--- src/rtl/ps2_kbd_rx_if.sv ---
// rtl/ps2_kbd_rx_if.sv - byte-level keyboard code interface between ps2_kbd_rx and its consumer
//
// Signals:
//   code_o   [7:0]  last correctly received scan-code byte
//   strobe_o        one-cycle pulse, code_o newly valid
//   err_o           one-cycle pulse on framing, parity or timeout error
// Modports:
//   master  driven by the receiver
//   slave   sampled by the consumer (no back-pressure)

interface ps2_kbd_rx_if;
    logic [7:0] code_o;
    logic       strobe_o;
    logic       err_o;

    modport master (output code_o, output strobe_o, output err_o);
    modport slave  (input  code_o, input  strobe_o, input  err_o);
endinterface

--- src/rtl/ps2_kbd_rx.sv ---
// rtl/ps2_kbd_rx.sv - PS/2 device-to-host frame receiver with deglitching and error detection
//
// Ports:
//   clk         system clock, all logic on its rising edge
//   reset_i     synchronous active-low reset
//   ps2_clk_i   raw PS/2 clock pin (asynchronous)
//   ps2_data_i  raw PS/2 data pin (asynchronous)
//   kbd         ps2_kbd_rx_if.master: code_o / strobe_o / err_o
// Parameters:
//   FREQ_HZ     system clock frequency in Hz
//   FILTER_LEN  consecutive equal samples needed to move the filtered clock (2..16)
//   TIMEOUT_US  maximum gap between falling PS/2 clock edges inside a frame
// Build option:
//   PS2_KBD_RX_TIMEOUT_EN  when defined, builds the inter-edge timeout counter and timeout error

module ps2_kbd_rx #(
    parameter int unsigned FREQ_HZ    = 25_000_000,
    parameter int unsigned FILTER_LEN = 4,
    parameter int unsigned TIMEOUT_US = 200
) (
    input  logic         clk,
    input  logic         reset_i,
    input  logic         ps2_clk_i,
    input  logic         ps2_data_i,
    ps2_kbd_rx_if.master kbd
);

    localparam int unsigned TIMEOUT_CYCLES = FREQ_HZ / 1_000_000 * TIMEOUT_US;

    generate
        if (FILTER_LEN < 2 || FILTER_LEN > 16 || TIMEOUT_CYCLES == 0) begin : g_bad_param
            $error("ps2_kbd_rx: FILTER_LEN must be 2..16 and the timeout must be at least one cycle");
        end
    endgenerate

    // ------------------------------------------------------------------
    // Input conditioning. Everything resets to the idle (high) line level
    // so that leaving reset never looks like a falling edge.
    // ------------------------------------------------------------------
    logic [1:0]            clk_sync;
    logic [1:0]            data_sync;
    logic [FILTER_LEN-1:0] clk_hist;
    logic [FILTER_LEN-1:0] data_hist;
    logic                  fclk;
    logic                  fdata;
    logic                  all_low;
    logic                  all_high;
    logic                  fall;

    assign all_low  = (clk_hist == '0);
    assign all_high = &clk_hist;
    // Data runs through the same number of stages as the clock, so the
    // oldest data tap lines up with the clock sample that completes a fall.
    assign fdata    = data_hist[FILTER_LEN-1];
    // Decoded from the next-state condition rather than a registered copy,
    // so the FSM acts on the same edge that moves fclk low.
    assign fall     = fclk & all_low;

    always_ff @(posedge clk) begin
        if (!reset_i) begin
            clk_sync  <= 2'b11;
            data_sync <= 2'b11;
            clk_hist  <= '1;
            data_hist <= '1;
            fclk      <= 1'b1;
        end else begin
            clk_sync  <= {clk_sync[0], ps2_clk_i};
            data_sync <= {data_sync[0], ps2_data_i};
            clk_hist  <= {clk_hist[FILTER_LEN-2:0], clk_sync[1]};
            data_hist <= {data_hist[FILTER_LEN-2:0], data_sync[1]};
            if (all_low) begin
                fclk <= 1'b0;
            end else if (all_high) begin
                fclk <= 1'b1;
            end
        end
    end

    // ------------------------------------------------------------------
    // Frame FSM with registered outputs.
    // ------------------------------------------------------------------
    typedef enum logic [1:0] {
        IDLE   = 2'd0,
        DATA   = 2'd1,
        PARITY = 2'd2,
        STOP   = 2'd3
    } state_t;

    state_t     state;
    logic [2:0] bitcnt;
    logic [7:0] sr;
    logic       par_ok;

`ifdef PS2_KBD_RX_TIMEOUT_EN
    localparam int unsigned TCNT_W = $clog2(TIMEOUT_CYCLES + 1);
    localparam logic [TCNT_W-1:0] TCNT_MAX = TCNT_W'(TIMEOUT_CYCLES);
    logic [TCNT_W-1:0] tcnt;
`endif

    always_ff @(posedge clk) begin
        if (!reset_i) begin
            state        <= IDLE;
            bitcnt       <= 3'd0;
            sr           <= 8'h00;
            par_ok       <= 1'b0;
            kbd.code_o   <= 8'h00;
            kbd.strobe_o <= 1'b0;
            kbd.err_o    <= 1'b0;
`ifdef PS2_KBD_RX_TIMEOUT_EN
            tcnt         <= '0;
`endif
        end else begin
            kbd.strobe_o <= 1'b0;
            kbd.err_o    <= 1'b0;

`ifdef PS2_KBD_RX_TIMEOUT_EN
            if (fall || state == IDLE) begin
                tcnt <= '0;
            end else if (tcnt != TCNT_MAX) begin
                tcnt <= tcnt + 1'b1;
            end
`endif

            // A fall coinciding with expiry is processed as an edge; the
            // timeout branch below is only reached without a fall.
            if (fall) begin
                unique case (state)
                    IDLE: begin
                        // A high data line on a fall is not a start bit.
                        if (!fdata) begin
                            bitcnt <= 3'd0;
                            sr     <= 8'h00;
                            state  <= DATA;
                        end
                    end
                    DATA: begin
                        sr     <= {fdata, sr[7:1]};
                        bitcnt <= bitcnt + 3'd1;
                        if (bitcnt == 3'd7) begin
                            state <= PARITY;
                        end
                    end
                    PARITY: begin
                        par_ok <= ^{sr, fdata};
                        state  <= STOP;
                    end
                    STOP: begin
                        if (fdata && par_ok) begin
                            kbd.code_o   <= sr;
                            kbd.strobe_o <= 1'b1;
                        end else begin
                            kbd.err_o <= 1'b1;
                        end
                        state <= IDLE;
                    end
                    default: state <= IDLE;
                endcase
            end
`ifdef PS2_KBD_RX_TIMEOUT_EN
            else if (state != IDLE && tcnt == TCNT_MAX) begin
                kbd.err_o <= 1'b1;
                state     <= IDLE;
            end
`endif
        end
    end

endmodule

--- src/flat_wrapper.sv ---
// flat-port wrapper written by rule: the top's interface ports become plain ports
module ps2_kbd_rx_flat 
#(
    parameter int unsigned FREQ_HZ    = 25_000_000,
    parameter int unsigned FILTER_LEN = 4,
    parameter int unsigned TIMEOUT_US = 200
)
  (clk, reset_i, ps2_clk_i, ps2_data_i, kbd_code_o, kbd_strobe_o, kbd_err_o);
  ps2_kbd_rx_if kbd_i ();
  input  logic clk;
  input  logic reset_i;
  input  logic ps2_clk_i;
  input  logic ps2_data_i;
  output wire logic [$bits(kbd_i.code_o)-1:0] kbd_code_o;
  output wire logic [$bits(kbd_i.strobe_o)-1:0] kbd_strobe_o;
  output wire logic [$bits(kbd_i.err_o)-1:0] kbd_err_o;
  assign kbd_code_o = kbd_i.code_o;
  assign kbd_strobe_o = kbd_i.strobe_o;
  assign kbd_err_o = kbd_i.err_o;
  ps2_kbd_rx #(.FREQ_HZ(FREQ_HZ), .FILTER_LEN(FILTER_LEN), .TIMEOUT_US(TIMEOUT_US)) u_core (.clk(clk), .reset_i(reset_i), .ps2_clk_i(ps2_clk_i), .ps2_data_i(ps2_data_i), .kbd(kbd_i));
endmodule
--- config.mk ---
export PLATFORM = sky130hd
export DESIGN_NAME = ps2_kbd_rx_flat
export DESIGN_NICKNAME = d
export VERILOG_FILES = /design/src/rtl/ps2_kbd_rx_if.sv /design/src/rtl/ps2_kbd_rx.sv /design/src/flat_wrapper.sv
export SDC_FILE = /design/constraint.sdc
export NUM_CORES = 1
export LEC_CHECK = 0
export BUFFER_PORTS_ARGS = -buffer_cell sky130_fd_sc_hd__buf_4
export CELL_PAD_IN_SITES_DETAIL_PLACEMENT = 1
export CELL_PAD_IN_SITES_GLOBAL_PLACEMENT = 1
export CORE_MARGIN = 5
export CORE_UTILIZATION = 40
export CTS_CLUSTER_DIAMETER = 30
export DETAILED_ROUTE_END_ITERATION = 8
export GPL_ROUTABILITY_DRIVEN = 0
export GPL_TIMING_DRIVEN = 0
export MAX_ROUTING_LAYER = met4
export PLACE_DENSITY_LB_ADDON = 0.05
export SLEW_MARGIN = 10
export SYNTH_ARGS = -nofsm -noshare
export SYNTH_HDL_FRONTEND = slang
export SYNTH_SLANG_ARGS = --single-unit
--- constraint.sdc ---
create_clock -name clk -period 2.6 [get_ports clk]
set_input_delay 0.52 -clock clk [delete_from_list [all_inputs] [get_ports clk]]
set_output_delay 0.52 -clock clk [all_outputs]
set_load 0.1 [all_outputs]
## Word level (Yosys, flattened, before mapping)

Index checks and enable logic that the tools add are counted.
Widths: inputs -> output; s select.

- Add/subtract/negate cells: 1
- Equal/unequal tests: 6
- Multiplexer cells: 11
- Bitwise operators: 1
- Reduce and logical (&&, ||, !) cells: 12

Operator list:

| cell | count |
|---|---|
| $pmux 8 s2 | 1 |
| $reduce_and 3->1 | 4 |
| $reduce_xor 9->1 | 1 |
| $mux 8 | 1 |
| $pmux 2 s4 | 1 |
| $pmux 3 s2 | 1 |
| $eq 2x2->1 const B | 2 |
| $logic_not 4->1 | 1 |
| $mux 1 | 4 |
| $mux 2 | 2 |
| $reduce_and 4->1 | 1 |
| $reduce_bool 2->1 | 2 |
| $add 3x1->3 const B | 1 |
| $eq 3x3->1 const B | 1 |
| $mux 3 | 1 |
| $eq 2x1->1 const B | 1 |
| $logic_not 2->1 | 1 |
| $ne 2x1->1 const B | 1 |
| $ne 2x2->1 const B | 1 |
| $reduce_and 2->1 | 1 |
| $and 1x1->1 | 1 |
| $logic_and 1x1->1 | 1 |

- Register bits: 37
- Logic and storage cells: 43

## Longest topological paths before layout

- Depth in word-level cells: 3
- Gate-level depth with buffers: 7

## Worst setup path before layout

OpenSTA, ideal clock, no wires.

- Kind: flip-flop to flip-flop
- Start: register u_core.clk_hist[0]
- End: register u_core.kbd.code_o[0]
- Data arrival time: 1.398 ns
- Slack: 1.074 ns
- Cell stages (with the launch flop): 5
- Buffers on the path: 0
- Period minus slack after synthesis: 1.526 ns
- Cell sequence: dfxtp_1 > or3_4 > nor3_4 > mux2i_1 > nor2_1

- Longest elaborated chain between the ends: 3

RTL lines:

| what | RTL line | RTL |
|---|---|---|
| start, declared | ps2_kbd_rx.sv:42 | `logic [FILTER_LEN-1:0] clk_hist;` |
| start signal, assigned | ps2_kbd_rx.sv:69 | `clk_hist <= {clk_hist[FILTER_LEN-2:0], clk_sync[1]};` |
| $logic_not 4->1 | ps2_kbd_rx.sv:50 | `assign all_low = (clk_hist == '0);` |
| $and 1x1->1 | ps2_kbd_rx.sv:57 | `assign fall = fclk & all_low;` |
| $reduce_and 3->1 (no line) | -- |  |
| end signal, assigned | ps2_kbd_rx.sv:149 | `kbd.code_o <= sr;` |
| end, declared | ps2_kbd_rx_if.sv:16 | `modport master (output code_o, output strobe_o, output err_o);` |

No other way between the ends.
A chain may end at the register's enable or synchronous reset.

## Worst setup path after layout

Same ends and word-level chain as after synthesis.

==> results.yml <==
status:
  status: "finished clean"
worst_setup_path:
  ff2ff_path_depth: 4
  crit_arrival_ps: 1960
  startpoint_type: "flip-flop"
  crit_path_end_kind: "flip-flop"
  worstPathRequired_ps: 2820
  r2r_end: "u_core.kbd.code_o[0]$_SDFFE_PN0P_"
  r2r-start: "u_core.clk_hist[0]$_SDFF_PN1_"
  crit_fanout: 8
  worstSetupPathType: "reg -> reg"
  reg2reg_setup_slack_ps: 860
synthesis:
  synth_compound_area_share_pct: 9.55
  synth_enable_flop_cells: 0
  synth_area_leader_cell: "dfxtp_1"
  avgSynthCellArea_sq_um: 10.5
  yosysMostFrequentCell: "dfxtp_1"
  synth_warnings: 0
  synthMuxAreaShare_pct: 7.14
  synthAdderAreaFrac_pct: 5.35
  syn_inst: 133
  ys_top_cells_by_area: "dfxtp_1 53%, mux2i_1 7.1%, nand2b_1 5.8%"
  ys_seq_area_share_pct: 52.8
  ys_ff_latch: 37
  synthArstFlopShare_pct: 0
  synth-xor-area-share_pct: 4.73
  synth-simple-area-share_pct: 17.9
  ys_types: 30
  netlist_area_sq_mm: 0.00140
  syn_nets: 143
  yosysTopAreaCellShare_pct: 52.8
  synth_top_family_by_area: "simple AND/OR/NAND/NOR gates"
  synth_commonest_cells: "37 x dfxtp_1, 20 x nor2_1, 13 x nand2b_1"
  synthFlopType: "dfxtp_1"
sta:
  finalCritPeriodShare_pct: 66.8
  tightest_slew_ps: 526
  finalCriticalPeriod_ps: 1740
  clock.fmax_mhz: 576
  slew_viol_final: 0
  setup_viol: 0
  max-slew-margin-rel_pct: 64.8
  fin_tns_setup_ps: 0
  rsz0062_at_grt: "no"
  finClkSkew_ps: 5.21
  hold_violations: 0
  holdWs_ps: 360
place:
  hpwl_um: 1990
  portBuffers: 13
die:
  fp.dieH_um: 69.2
  die_w_um: 69.2
  start_util_pct: 41.7
  rows: 21
  fp.coreArea_sq_mm: 0.00336
  dieArea_sq_mm: 0.00479
  io_pins: 14
clock_tree:
  htreeDepth: 2
  cts_setup_buffers: 0
  clkTransAtPathRegs_ps: 110
  cts_root_buf: "clkbuf_4"
  cts.sinks: 37
  clockBufferDepth: 2
  cts_tree: "built"
  post_cts_resized: 0
  hold_buffers: 0
  cts_buffers: 5
  clock_latency_ps: 340
finish:
  drive_gt1_share_pct: 14.9
  final_nets: 163
  fillCellCount: 413
  finish.utilization_pct: 48.8
  diodes: 0
  syn_to_final_growth_pct: 17.1
global_route:
  grt_pass1_wl_um: 4890
  grt_pass1_vias: 1082
  grt_start_max_net_pins: 12
  grt.overflow.total: 0
  antenna_found_initial: 0
  gr-usage-all-layers_pct: 13.4
drt:
  wl_um: 2750
  drt_pass1_iterations: 4
  drt-initial-drc-count: 84
  ant_nets: 0
  vias: 1005
  via_per_inst: 5.03
  drc: 0
  wl_per_cell_um: 13.7
worst_hold_path:
  hold_depth: 2
  min_from: "ps2_data_i"
  hold_end: "u_core.data_sync[0]$_SDFF_PN1_"
  hold_path_class: "in -> reg"
power:
  leakage_nw: 0.633
  powerDensity_mw_per_mm2: 612
  vdd_drop_max_mv: 0.330
flow_run:
  maxCapViolations: 0
cell families after synthesis:
kind of cell	count (synthesis)
and+or+nand+nor	47
DFF	37
AOI/OAI and AO/OA	18
muxes	10
buffers and inverters	9
xor gates and xnor gates	6
adders and majority gates	6
where the power goes:
group	switching (mW)	leakage (nW)	internal, mW	total (mW)
registers	0.00176	0.300	0.571	0.573
clock network	0.183	0.0455	0.230	0.413
logic	0.0120	0.288	0.00704	0.0190
worst max-delay path by stage:
| stage | start | to | slack, ps | cells past startpoint |
|---|---|---|---|---|
| 2_1_floorplan | u_core.clk_hist[0]$_SDFF_PN1_ | u_core.kbd.code_o[0]$_SDFFE_PN0P_ | 1070 | 4 |
| 3_3_place_gp | u_core.clk_hist[0]$_SDFF_PN1_ | u_core.kbd.code_o[2]$_SDFFE_PN0P_ | 900 | 4 |
| 3_5_place_dp | u_core.clk_hist[0]$_SDFF_PN1_ | u_core.kbd.code_o[6]$_SDFFE_PN0P_ | 850 | 4 |
| 4_1_cts | u_core.clk_hist[0]$_SDFF_PN1_ | u_core.kbd.code_o[0]$_SDFFE_PN0P_ | 810 | 4 |
| 5_1_grt | u_core.state[0]$_SDFFE_PN0P_ | u_core.sr[3]$_SDFFE_PN0P_ | 680 | 6 |
| 6_report | u_core.clk_hist[0]$_SDFF_PN1_ | u_core.kbd.code_o[0]$_SDFFE_PN0P_ | 860 | 4 |
registers in the layout (all words and copies together), names as in the netlist:
| name | count |
|---|---|
| u_core.sr | 8 |
| u_core.kbd.err_o | 1 |
| u_core.kbd.strobe_o | 1 |
| u_core.bitcnt | 3 |
| u_core.clk_hist | 4 |
| u_core.clk_sync | 2 |
| u_core.kbd.code_o | 8 |
| u_core.fclk | 1 |
| u_core.par_ok | 1 |
| u_core.data_sync | 2 |
| u_core.state | 2 |
| u_core.data_hist | 4 |
final cells by class:
| type | count | area (sq um) | area share (%) |
|---|---|---|---|
| Sequential cell | 37 | 741 | 45.1 |
| Clock buffer | 7 | 55.1 | 3.35 |
| Multi-Input combinational cell | 87 | 627 | 38.2 |
| Clock inverter | 1 | 30.0 | 1.83 |
| Tap cell | 46 | 57.6 | 3.50 |
| Timing Repair Buffer | 13 | 97.6 | 5.94 |
| Buffer | 5 | 20.0 | 1.22 |
| Inverter | 4 | 15.0 | 0.914 |
metrics by stage:
step / power, mW / instance area [sq um] / setup WS, ps / cells
final: 1.00 / 1640 / 863 / 200
after global routing: 1.05 / 1640 / 681 / 200
after CTS: 1.02 / 1640 / 807 / 200
after detailed placement: 0.605 / 1560 / 847 / 192
after global placement: 0.605 / 1560 / 898 / 192
after floorplan: 0.596 / 1400 / 1070 / 133
layout by cell type, fill, tap and decap left out, types with 2 or more instances in the layout:
master / count
a22oi_1: 10
buf_4: 13
clkbuf_1: 5
clkbuf_4: 5
dfxtp_1: 37
ha_1: 6
inv_1: 4
mux2i_1: 10
nand2_1: 3
nand2b_1: 13
nor2_1: 20
nor3_1: 2
o2111ai_1: 2
xnor2_1: 4
critical path: stages (launching register included):
cell	delay [ps]
dfxtp_1	360
or3_4	430
nor3_4	490
mux2i_1	280
nor2_1	60
metal layers:
metal / GRT usage, % / wire length [um] / vias to the layer above
li1: - / - / 501
met1: 15.4 / 1290 / 481
met2: 21.0 / 1320 / 18
met3: 5.80 / 101 / 5
met4: 4.56 / 40 / 0
met5: - / 0 / -
Power figures use the tool's default switching activity.
